--- config.mk ---
export PLATFORM = sky130hd
export DESIGN_NAME = quad_odo_multi_flat
export DESIGN_NICKNAME = d
export VERILOG_FILES = /design/src/rtl/quad_odo_multi_if.sv /design/src/rtl/quad_odo_multi.sv /design/src/flat_wrapper.sv
export SDC_FILE = /design/constraint.sdc
export NUM_CORES = 1
export LEC_CHECK = 0
export CORE_UTILIZATION = 60
export CTS_CLUSTER_DIAMETER = 40
export DETAILED_ROUTE_END_ITERATION = 8
export MAX_ROUTING_LAYER = met4
export PLACE_DENSITY = 0.8
export SETUP_SLACK_MARGIN = 0.15
export SLEW_MARGIN = 40
export SYNTH_ARGS = -nofsm -noshare
export SYNTH_HDL_FRONTEND = slang
export SYNTH_SLANG_ARGS = --single-unit
--- constraint.sdc ---
create_clock -name clk -period 9.25 [get_ports clk]
set_clock_uncertainty 0.05 [all_clocks]
set_input_delay 1.85 -clock clk [delete_from_list [all_inputs] [get_ports clk]]
set_output_delay 1.85 -clock clk [all_outputs]
set_load 0.03 [all_outputs]
--- src/rtl/quad_odo_multi_if.sv ---
// rtl/quad_odo_multi_if.sv - host-side signal bundle for the quad_odo_multi odometer
//
// Groups the encoder pins, the control pulses and the published results so that
// the odometer core and its user connect through a single port.
//   code_a/code_b  encoder A/B pins per channel (asynchronous to clk)
//   clear          one-cycle pulse: zero all live position counters
//   err_clr        one-cycle pulse: clear all sticky quad_err bits
//   count          snapshot of all counters, channel i at [i*CNT_W +: CNT_W]
//   count_valid    one-cycle pulse marking a fresh snapshot
//   quad_err       sticky illegal-transition flag per channel
//   vel            (ODO_VELOCITY_EN only) counter change since the previous snapshot
// Modports: master = encoder/host side, slave = odometer core.
interface quad_odo_multi_if #(
  parameter int NCH   = 2,
  parameter int CNT_W = 32
);
  logic [NCH-1:0]       code_a;
  logic [NCH-1:0]       code_b;
  logic                 clear;
  logic                 err_clr;
  logic [NCH*CNT_W-1:0] count;
  logic                 count_valid;
  logic [NCH-1:0]       quad_err;
`ifdef ODO_VELOCITY_EN
  logic [NCH*CNT_W-1:0] vel;

  modport master (
    output code_a, code_b, clear, err_clr,
    input  count, count_valid, quad_err, vel
  );
  modport slave (
    input  code_a, code_b, clear, err_clr,
    output count, count_valid, quad_err, vel
  );
`else
  modport master (
    output code_a, code_b, clear, err_clr,
    input  count, count_valid, quad_err
  );
  modport slave (
    input  code_a, code_b, clear, err_clr,
    output count, count_valid, quad_err
  );
`endif
endinterface

--- src/rtl/quad_odo_multi.sv ---
// rtl/quad_odo_multi.sv - multi-channel quadrature wheel odometer with periodic snapshot
//
// Each encoder pin is synchronised (2 flops) and deglitched (a new level is taken only
// after FILT_LEN consecutive differing samples). The filtered A/B pair is decoded x4
// (X4=1) or x1 (X4=0) into +1/-1 steps on a signed, wrapping per-channel counter.
// Both bits changing in one cycle is illegal: no step, sticky quad_err bit set.
// A shared timer copies all live counters into count every SAMPLE_DIV cycles and
// pulses count_valid alongside the new value.
// Optional feature macro ODO_VELOCITY_EN adds bus.vel = live counter minus the
// previous snapshot, published with count.
// Ports:
//   clk  system clock
//   rst  asynchronous active-low reset
//   bus  quad_odo_multi_if slave modport (pins, clear, err_clr, count, count_valid,
//        quad_err, and vel when enabled)
module quad_odo_multi #(
  parameter int NCH        = 2,
  parameter int CNT_W      = 32,
  parameter int FILT_LEN   = 3,
  parameter int SAMPLE_DIV = 100000,
  parameter int X4         = 1
) (
  input  logic             clk,
  input  logic             rst,
  quad_odo_multi_if.slave  bus
);

  // All A pins occupy [NCH-1:0] and all B pins [2*NCH-1:NCH] of the pin vectors.
  localparam int              NP         = 2 * NCH;
  localparam int              TW         = $clog2(SAMPLE_DIV);
  localparam logic [TW-1:0]   TIMER_LAST = TW'(SAMPLE_DIV - 1);
  localparam logic [3:0]      FILT_LAST  = 4'(FILT_LEN - 1);

  logic [NP-1:0]        sync1_q, sync1_d;
  logic [NP-1:0]        sync2_q, sync2_d;
  logic [NP-1:0]        filt_q, filt_d;
  logic [NP-1:0]        prev_q, prev_d;
  logic [3:0]           fcnt_q [NP];
  logic [3:0]           fcnt_d [NP];
  logic [CNT_W-1:0]     pos_q [NCH];
  logic [CNT_W-1:0]     pos_d [NCH];
  logic [NCH-1:0]       err_q, err_d;
  logic [TW-1:0]        timer_q, timer_d;
  logic [NCH*CNT_W-1:0] count_q, count_d;
  logic                 count_valid_q, count_valid_d;
  logic [NCH-1:0]       step_up, step_dn, illegal;
  logic                 snap;
`ifdef ODO_VELOCITY_EN
  logic [CNT_W-1:0]     base_q [NCH];
  logic [CNT_W-1:0]     base_d [NCH];
  logic [NCH*CNT_W-1:0] vel_q, vel_d;
`endif

  // Position of an {A,B} state along the forward cycle 00->10->11->01.
  function automatic logic [1:0] phase_idx(input logic a, input logic b);
    return {b, a ^ b};
  endfunction

  // Synchroniser and per-pin persistence filter.
  always_comb begin
    sync1_d = {bus.code_b, bus.code_a};
    sync2_d = sync1_q;
    prev_d  = filt_q;
    filt_d  = filt_q;
    for (int j = 0; j < NP; j++) begin
      fcnt_d[j] = 4'd0;
      if (sync2_q[j] != filt_q[j]) begin
        if (fcnt_q[j] == FILT_LAST) begin
          filt_d[j] = sync2_q[j];
        end else begin
          fcnt_d[j] = fcnt_q[j] + 4'd1;
        end
      end
    end
  end

  // Decode: compare this cycle's filtered pair with last cycle's.
  always_comb begin
    step_up = '0;
    step_dn = '0;
    illegal = '0;
    for (int i = 0; i < NCH; i++) begin
      illegal[i] = (filt_q[i] ^ prev_q[i]) & (filt_q[NCH+i] ^ prev_q[NCH+i]);
      if (X4 != 0) begin
        // Index difference of 2 is the illegal double change and never steps.
        step_up[i] = (2'(phase_idx(filt_q[i], filt_q[NCH+i])
                       - phase_idx(prev_q[i], prev_q[NCH+i])) == 2'd1);
        step_dn[i] = (2'(phase_idx(filt_q[i], filt_q[NCH+i])
                       - phase_idx(prev_q[i], prev_q[NCH+i])) == 2'd3);
      end else begin
        if (filt_q[i] && !prev_q[i] && !illegal[i]) begin
          step_up[i] = !filt_q[NCH+i];
          step_dn[i] = filt_q[NCH+i];
        end
      end
    end
  end

  // Counters, error flags, snapshot timer.
  always_comb begin
    snap          = (timer_q == TIMER_LAST);
    timer_d       = snap ? '0 : timer_q + TW'(1);
    count_valid_d = snap;
    count_d       = count_q;
    // Set beats a same-cycle err_clr.
    err_d         = (err_q & ~{NCH{bus.err_clr}}) | illegal;
`ifdef ODO_VELOCITY_EN
    vel_d         = vel_q;
`endif
    for (int i = 0; i < NCH; i++) begin
      pos_d[i] = pos_q[i];
      if (bus.clear) begin
        pos_d[i] = '0;
      end else if (step_up[i]) begin
        pos_d[i] = pos_q[i] + CNT_W'(1);
      end else if (step_dn[i]) begin
        pos_d[i] = pos_q[i] - CNT_W'(1);
      end
      // The snapshot takes the counter value before this cycle's update.
      if (snap) begin
        count_d[i*CNT_W +: CNT_W] = pos_q[i];
      end
`ifdef ODO_VELOCITY_EN
      base_d[i] = base_q[i];
      if (snap) begin
        vel_d[i*CNT_W +: CNT_W] = pos_q[i] - base_q[i];
        base_d[i]               = pos_q[i];
      end
      if (bus.clear) begin
        base_d[i] = '0;
      end
`endif
    end
  end

  always_ff @(posedge clk or negedge rst) begin
    if (!rst) begin
      sync1_q       <= '0;
      sync2_q       <= '0;
      filt_q        <= '0;
      prev_q        <= '0;
      err_q         <= '0;
      timer_q       <= '0;
      count_q       <= '0;
      count_valid_q <= 1'b0;
      for (int j = 0; j < NP; j++) fcnt_q[j] <= 4'd0;
      for (int i = 0; i < NCH; i++) pos_q[i] <= '0;
`ifdef ODO_VELOCITY_EN
      vel_q <= '0;
      for (int i = 0; i < NCH; i++) base_q[i] <= '0;
`endif
    end else begin
      sync1_q       <= sync1_d;
      sync2_q       <= sync2_d;
      filt_q        <= filt_d;
      prev_q        <= prev_d;
      err_q         <= err_d;
      timer_q       <= timer_d;
      count_q       <= count_d;
      count_valid_q <= count_valid_d;
      for (int j = 0; j < NP; j++) fcnt_q[j] <= fcnt_d[j];
      for (int i = 0; i < NCH; i++) pos_q[i] <= pos_d[i];
`ifdef ODO_VELOCITY_EN
      vel_q <= vel_d;
      for (int i = 0; i < NCH; i++) base_q[i] <= base_d[i];
`endif
    end
  end

  assign bus.count       = count_q;
  assign bus.count_valid = count_valid_q;
  assign bus.quad_err    = err_q;
`ifdef ODO_VELOCITY_EN
  assign bus.vel         = vel_q;
`endif

endmodule

--- src/flat_wrapper.sv ---
// flat-port wrapper written by rule: the top's interface ports become plain ports
module quad_odo_multi_flat 
#(
  parameter int NCH        = 2,
  parameter int CNT_W      = 32,
  parameter int FILT_LEN   = 3,
  parameter int SAMPLE_DIV = 100000,
  parameter int X4         = 1
)
  (clk, rst, bus_code_a, bus_code_b, bus_clear, bus_err_clr, bus_count, bus_count_valid, bus_quad_err);
  quad_odo_multi_if #(.NCH(NCH), .CNT_W(CNT_W)) bus_i ();
  input  logic clk;
  input  logic rst;
  input wire logic [$bits(bus_i.code_a)-1:0] bus_code_a;
  input wire logic [$bits(bus_i.code_b)-1:0] bus_code_b;
  input wire logic [$bits(bus_i.clear)-1:0] bus_clear;
  input wire logic [$bits(bus_i.err_clr)-1:0] bus_err_clr;
  output wire logic [$bits(bus_i.count)-1:0] bus_count;
  output wire logic [$bits(bus_i.count_valid)-1:0] bus_count_valid;
  output wire logic [$bits(bus_i.quad_err)-1:0] bus_quad_err;
  assign bus_i.code_a = bus_code_a;
  assign bus_i.code_b = bus_code_b;
  assign bus_i.clear = bus_clear;
  assign bus_i.err_clr = bus_err_clr;
  assign bus_count = bus_i.count;
  assign bus_count_valid = bus_i.count_valid;
  assign bus_quad_err = bus_i.quad_err;
  quad_odo_multi #(.NCH(NCH), .CNT_W(CNT_W), .FILT_LEN(FILT_LEN), .SAMPLE_DIV(SAMPLE_DIV), .X4(X4)) u_core (.clk(clk), .rst(rst), .bus(bus_i));
endmodule
==> out/metrics.yaml <==
finish:
  fillers: 1266
  antenna_cells_inserted: 0
  layout_cells_sized_above_1_pct: 12.0
  areaGrowthSynthToFinish_pct: 14.8
  design.final.nets: 1179
floorplan:
  die_span_in_y_um: 133
  floorplan.io_pins: 75
  die-width_um: 133
  fp-row-count: 47
  dieArea_um2: 17800
  start_util_pct: 62.1
  placeableCoreArea_um2: 16700
sta:
  timing_max_transition_violations_final: 0
  rsz_0062_raised_after_global_routing: "false"
  timing.final.setup_violations: 0
  tightest_slew_ps: 744
  fmax_mhz: 224
  setup_tns_ps: 0
  slew_headroom_pct: 50.4
  post-route-period-util_pct: 48.2
  min_period_ps: 4460
  finalHoldViolCount: 0
synth:
  ys_ff_latch: 180
  synth_edf_count: 0
  postSynthCellCount: 1014
  syn_nets: 1109
  yosysSeqAreaShare_pct: 43.4
  avgSynthCellArea_um2: 10.2
  synthesis.area_um2: 10400
  ys.flop_type: "sky130_fd_sc_hd__dfrtp_1"
  async_flop_share_pct: 100
  synth.lib_cells_used.distinct: 75
  synth_warnings: 0
status:
  run_status: "completed"
detailed_routing:
  finalWirelength_mm: 20.1
  drt_pre_antenna_iters: 4
  avgRoutedWirePerCell_um: 15.3
  viasPerCell: 5.69
  dr.first_iter.drc_count: 536
  route.vias.total: 7496
  remaining_drc_errors: 0
  drt.antenna.violating_nets: 0
setup_path:
  critPathMaxStageDelay_ps: 450
  worst-setup-path-type: "reg -> reg"
  critical_path.top_delay_family: "compound AO/OA/AOI/OAI gates"
  crit_path_max_fanout: 49
  crit_slowest_cell: "sky130_fd_sc_hd__buf_4"
  cp_num_buf_inv: 2
  crit_path_cell_trace: "xnor2_1 > ha_1 > buf_4 > nand2b_1 > buf_4 > ha_1 > a21oi_2 > a21oi_1 > o31ai_2 > o211a_1 > o21ai_2 > a211oi_2 > mux2_2 > nor3_1 > nor3b_2"
  worstSetupEndpointType: "flip-flop"
  kind_of_start_point_of_the_critical_path: "flip-flop"
  required_ps: 9480
  worst-endpoint-arrival_ps: 4690
cts:
  clock_tree.buffer_depth: 2
  holdBufCountCts: 0
  tritoncts_clock_tree: "yes"
  ctsResizeCount: 0
  clock_latency_ps: 430
  cts_root_buf: "sky130_fd_sc_hd__clkbuf_16"
  htree_num_levels: 4
  cts_setup_buffers: 0
  numCtsBuffers: 17
  path_clk_slew_ps: 70
  tritoncts_num_sinks: 180
global_route:
  globalRouteOverflowTotal: 0
  pin_count_of_the_biggest_net_entering_global_routing: 112
  antenna_found_initial: 0
  grt_first_pass_wirelength_mm: 34.8
  grt_usage_pct: 25.0
  first_global_vias: 7466
run:
  drv.max_cap_violation_count: 0
place:
  dpl.hpwl_mm: 13.7
  place.gp.congestion: 0.918
  place.port_buffers: 74
min_path:
  worstHoldPathType: "reg -> reg"
## metal layers
| layer | part of all wire [%] | track usage (%) |
|---|---|---|
| met4 | 1.2 | 6.00 |
| met1 | 47 | 32.4 |
| met2 | 49 | 40.5 |
| met5 | 0 | - |
| met3 | 2.7 | 4.87 |
## metrics by stage
step / util, % / worst slack [ps] / hold WS [ps] / area (um2) / cells
floorplan: - / 5050 / 281 / 10400 / 1014
global placement: 67.4 / 4780 / 284 / 11300 / 1283
detailed placement: 67.6 / 4840 / 287 / 11300 / 1284
CTS: 71.1 / 4820 / 302 / 11900 / 1316
global route: 71.3 / 4470 / 311 / 11900 / 1317
finish: 71.3 / 4790 / 299 / 11900 / 1317
## final timing paths
kind,endpoint,start,cells past startpoint,slack (ps)
worst max-delay path,u_core.pos_q[31],u_core.filt_q[1],15,4790
worst min-delay path,u_core.sync2_q[0],u_core.sync1_q[0],0,300
worst max register to register,u_core.pos_q[31],u_core.filt_q[1],15,4790
worst min register to register,u_core.sync2_q[0],u_core.sync1_q[0],0,300
max in group asynchronous,u_core.bus.count[8],rst,3,6920
min in group asynchronous,u_core.bus.count[45],rst,1,1250
## flip-flops by register name, indices dropped and copies added (netlist names)
register                flops
u_core.bus.quad_err         2
u_core.sync2_q              4
u_core.bus.count_valid      1
u_core.sync1_q              4
u_core.prev_q               4
u_core.timer_q             17
u_core.filt_q               4
u_core.pos_q               64
u_core.bus.count           64
u_core.fcnt_q              16
## Yosys cell counts, types with 17 or more instances
cell type | instances | area share [%]
sky130_fd_sc_hd__a21o_1 | 23 | 1.7
sky130_fd_sc_hd__inv_1 | 20 | 0.72
sky130_fd_sc_hd__o21ai_0 | 32 | 1.5
sky130_fd_sc_hd__xor2_1 | 45 | 3.8
sky130_fd_sc_hd__nor2_1 | 137 | 5.0
sky130_fd_sc_hd__dfrtp_1 | 180 | 43
sky130_fd_sc_hd__clkbuf_1 | 17 | 0.62
sky130_fd_sc_hd__nand2_1 | 62 | 2.2
sky130_fd_sc_hd__xnor2_1 | 43 | 3.6
sky130_fd_sc_hd__a21oi_1 | 97 | 4.7
sky130_fd_sc_hd__nor2b_1 | 17 | 1.0
sky130_fd_sc_hd__mux2_2 | 67 | 7.3
sky130_fd_sc_hd__ha_1 | 85 | 10
sky130_fd_sc_hd__nand3_1 | 28 | 1.4
## kinds of logic after synthesis
| logic type | after synthesis | share of synthesized area, % |
|---|---|---|
| flip-flops | 180 | 43.4 |
| XOR/XNOR | 88 | 7.43 |
| multiplexers | 82 | 8.76 |
| AND/OR/NAND/NOR | 303 | 13.6 |
| adder cells (fa/ha/maj) | 87 | 10.6 |
| AO/OA/AOI/OAI | 223 | 13.7 |
| buffers and inverters | 51 | 2.40 |
## placed cells by master, fill, tap and decap left out, types with 4 or more instances in the layout
cell                              netlist  final
sky130_fd_sc_hd__a211oi_1               4      4
sky130_fd_sc_hd__buf_4                  1      5
sky130_fd_sc_hd__a31oi_1                9      9
sky130_fd_sc_hd__o211ai_1               4      4
sky130_fd_sc_hd__nand3_1               28     28
sky130_fd_sc_hd__ha_1                  85     84
sky130_fd_sc_hd__clkdlybuf4s50_1        0     72
sky130_fd_sc_hd__inv_1                 20     20
sky130_fd_sc_hd__mux2i_1               12     12
sky130_fd_sc_hd__dfrtp_1              180    180
sky130_fd_sc_hd__xnor2_1               43     43
sky130_fd_sc_hd__or3_1                  4      4
sky130_fd_sc_hd__nand4_1                8      8
sky130_fd_sc_hd__nor2_1               137    137
sky130_fd_sc_hd__nor2b_1               17     17
sky130_fd_sc_hd__and3_1                 5      5
sky130_fd_sc_hd__a21oi_2                4      4
sky130_fd_sc_hd__o21ai_0               32     32
sky130_fd_sc_hd__nor4b_1                4      4
sky130_fd_sc_hd__and2_1                 5      5
sky130_fd_sc_hd__xor2_1                45     45
sky130_fd_sc_hd__nand2b_1               4      4
sky130_fd_sc_hd__o21ai_1                4      4
sky130_fd_sc_hd__clkbuf_16              0     17
sky130_fd_sc_hd__a21oi_1               97     97
sky130_fd_sc_hd__a21o_1                23     23
sky130_fd_sc_hd__o22ai_1                6      6
sky130_fd_sc_hd__o21a_1                 4      4
sky130_fd_sc_hd__nand2_1               62     62
sky130_fd_sc_hd__nor3b_1                4      4
sky130_fd_sc_hd__nor3_1                12     12
sky130_fd_sc_hd__mux2_2                67     67
sky130_fd_sc_hd__clkinvlp_4             0      4
## area by class of cell
class | instances | area [um2] | share of cell area (%)
clock buffers | 18 | 439 | 3.69
clock inverters | 14 | 148 | 1.24
inverters | 20 | 75.1 | 0.630
multi-input cells | 783 | 5630 | 47.3
flip-flops and latches | 180 | 4500 | 37.8
well taps | 220 | 275 | 2.31
repair buffers | 82 | 837 | 7.03
## worst register-to-register path, cell delays in order (launching register included)
cell and delay (ps):
sky130_fd_sc_hd__dfrtp_1 440, sky130_fd_sc_hd__xnor2_1 160, sky130_fd_sc_hd__ha_1 280, sky130_fd_sc_hd__buf_4 450
sky130_fd_sc_hd__nand2b_1 200, sky130_fd_sc_hd__buf_4 420, sky130_fd_sc_hd__ha_1 380, sky130_fd_sc_hd__a21oi_2 170
sky130_fd_sc_hd__a21oi_1 110, sky130_fd_sc_hd__o31ai_2 380, sky130_fd_sc_hd__o211a_1 280, sky130_fd_sc_hd__o21ai_2 120
sky130_fd_sc_hd__a211oi_2 240, sky130_fd_sc_hd__mux2_2 370, sky130_fd_sc_hd__nor3_1 190, sky130_fd_sc_hd__nor3b_2 70
Power is left out: the tool's default activity adds up to more than one toggle a clock period on the data nets, which glitch-free logic cannot reach.
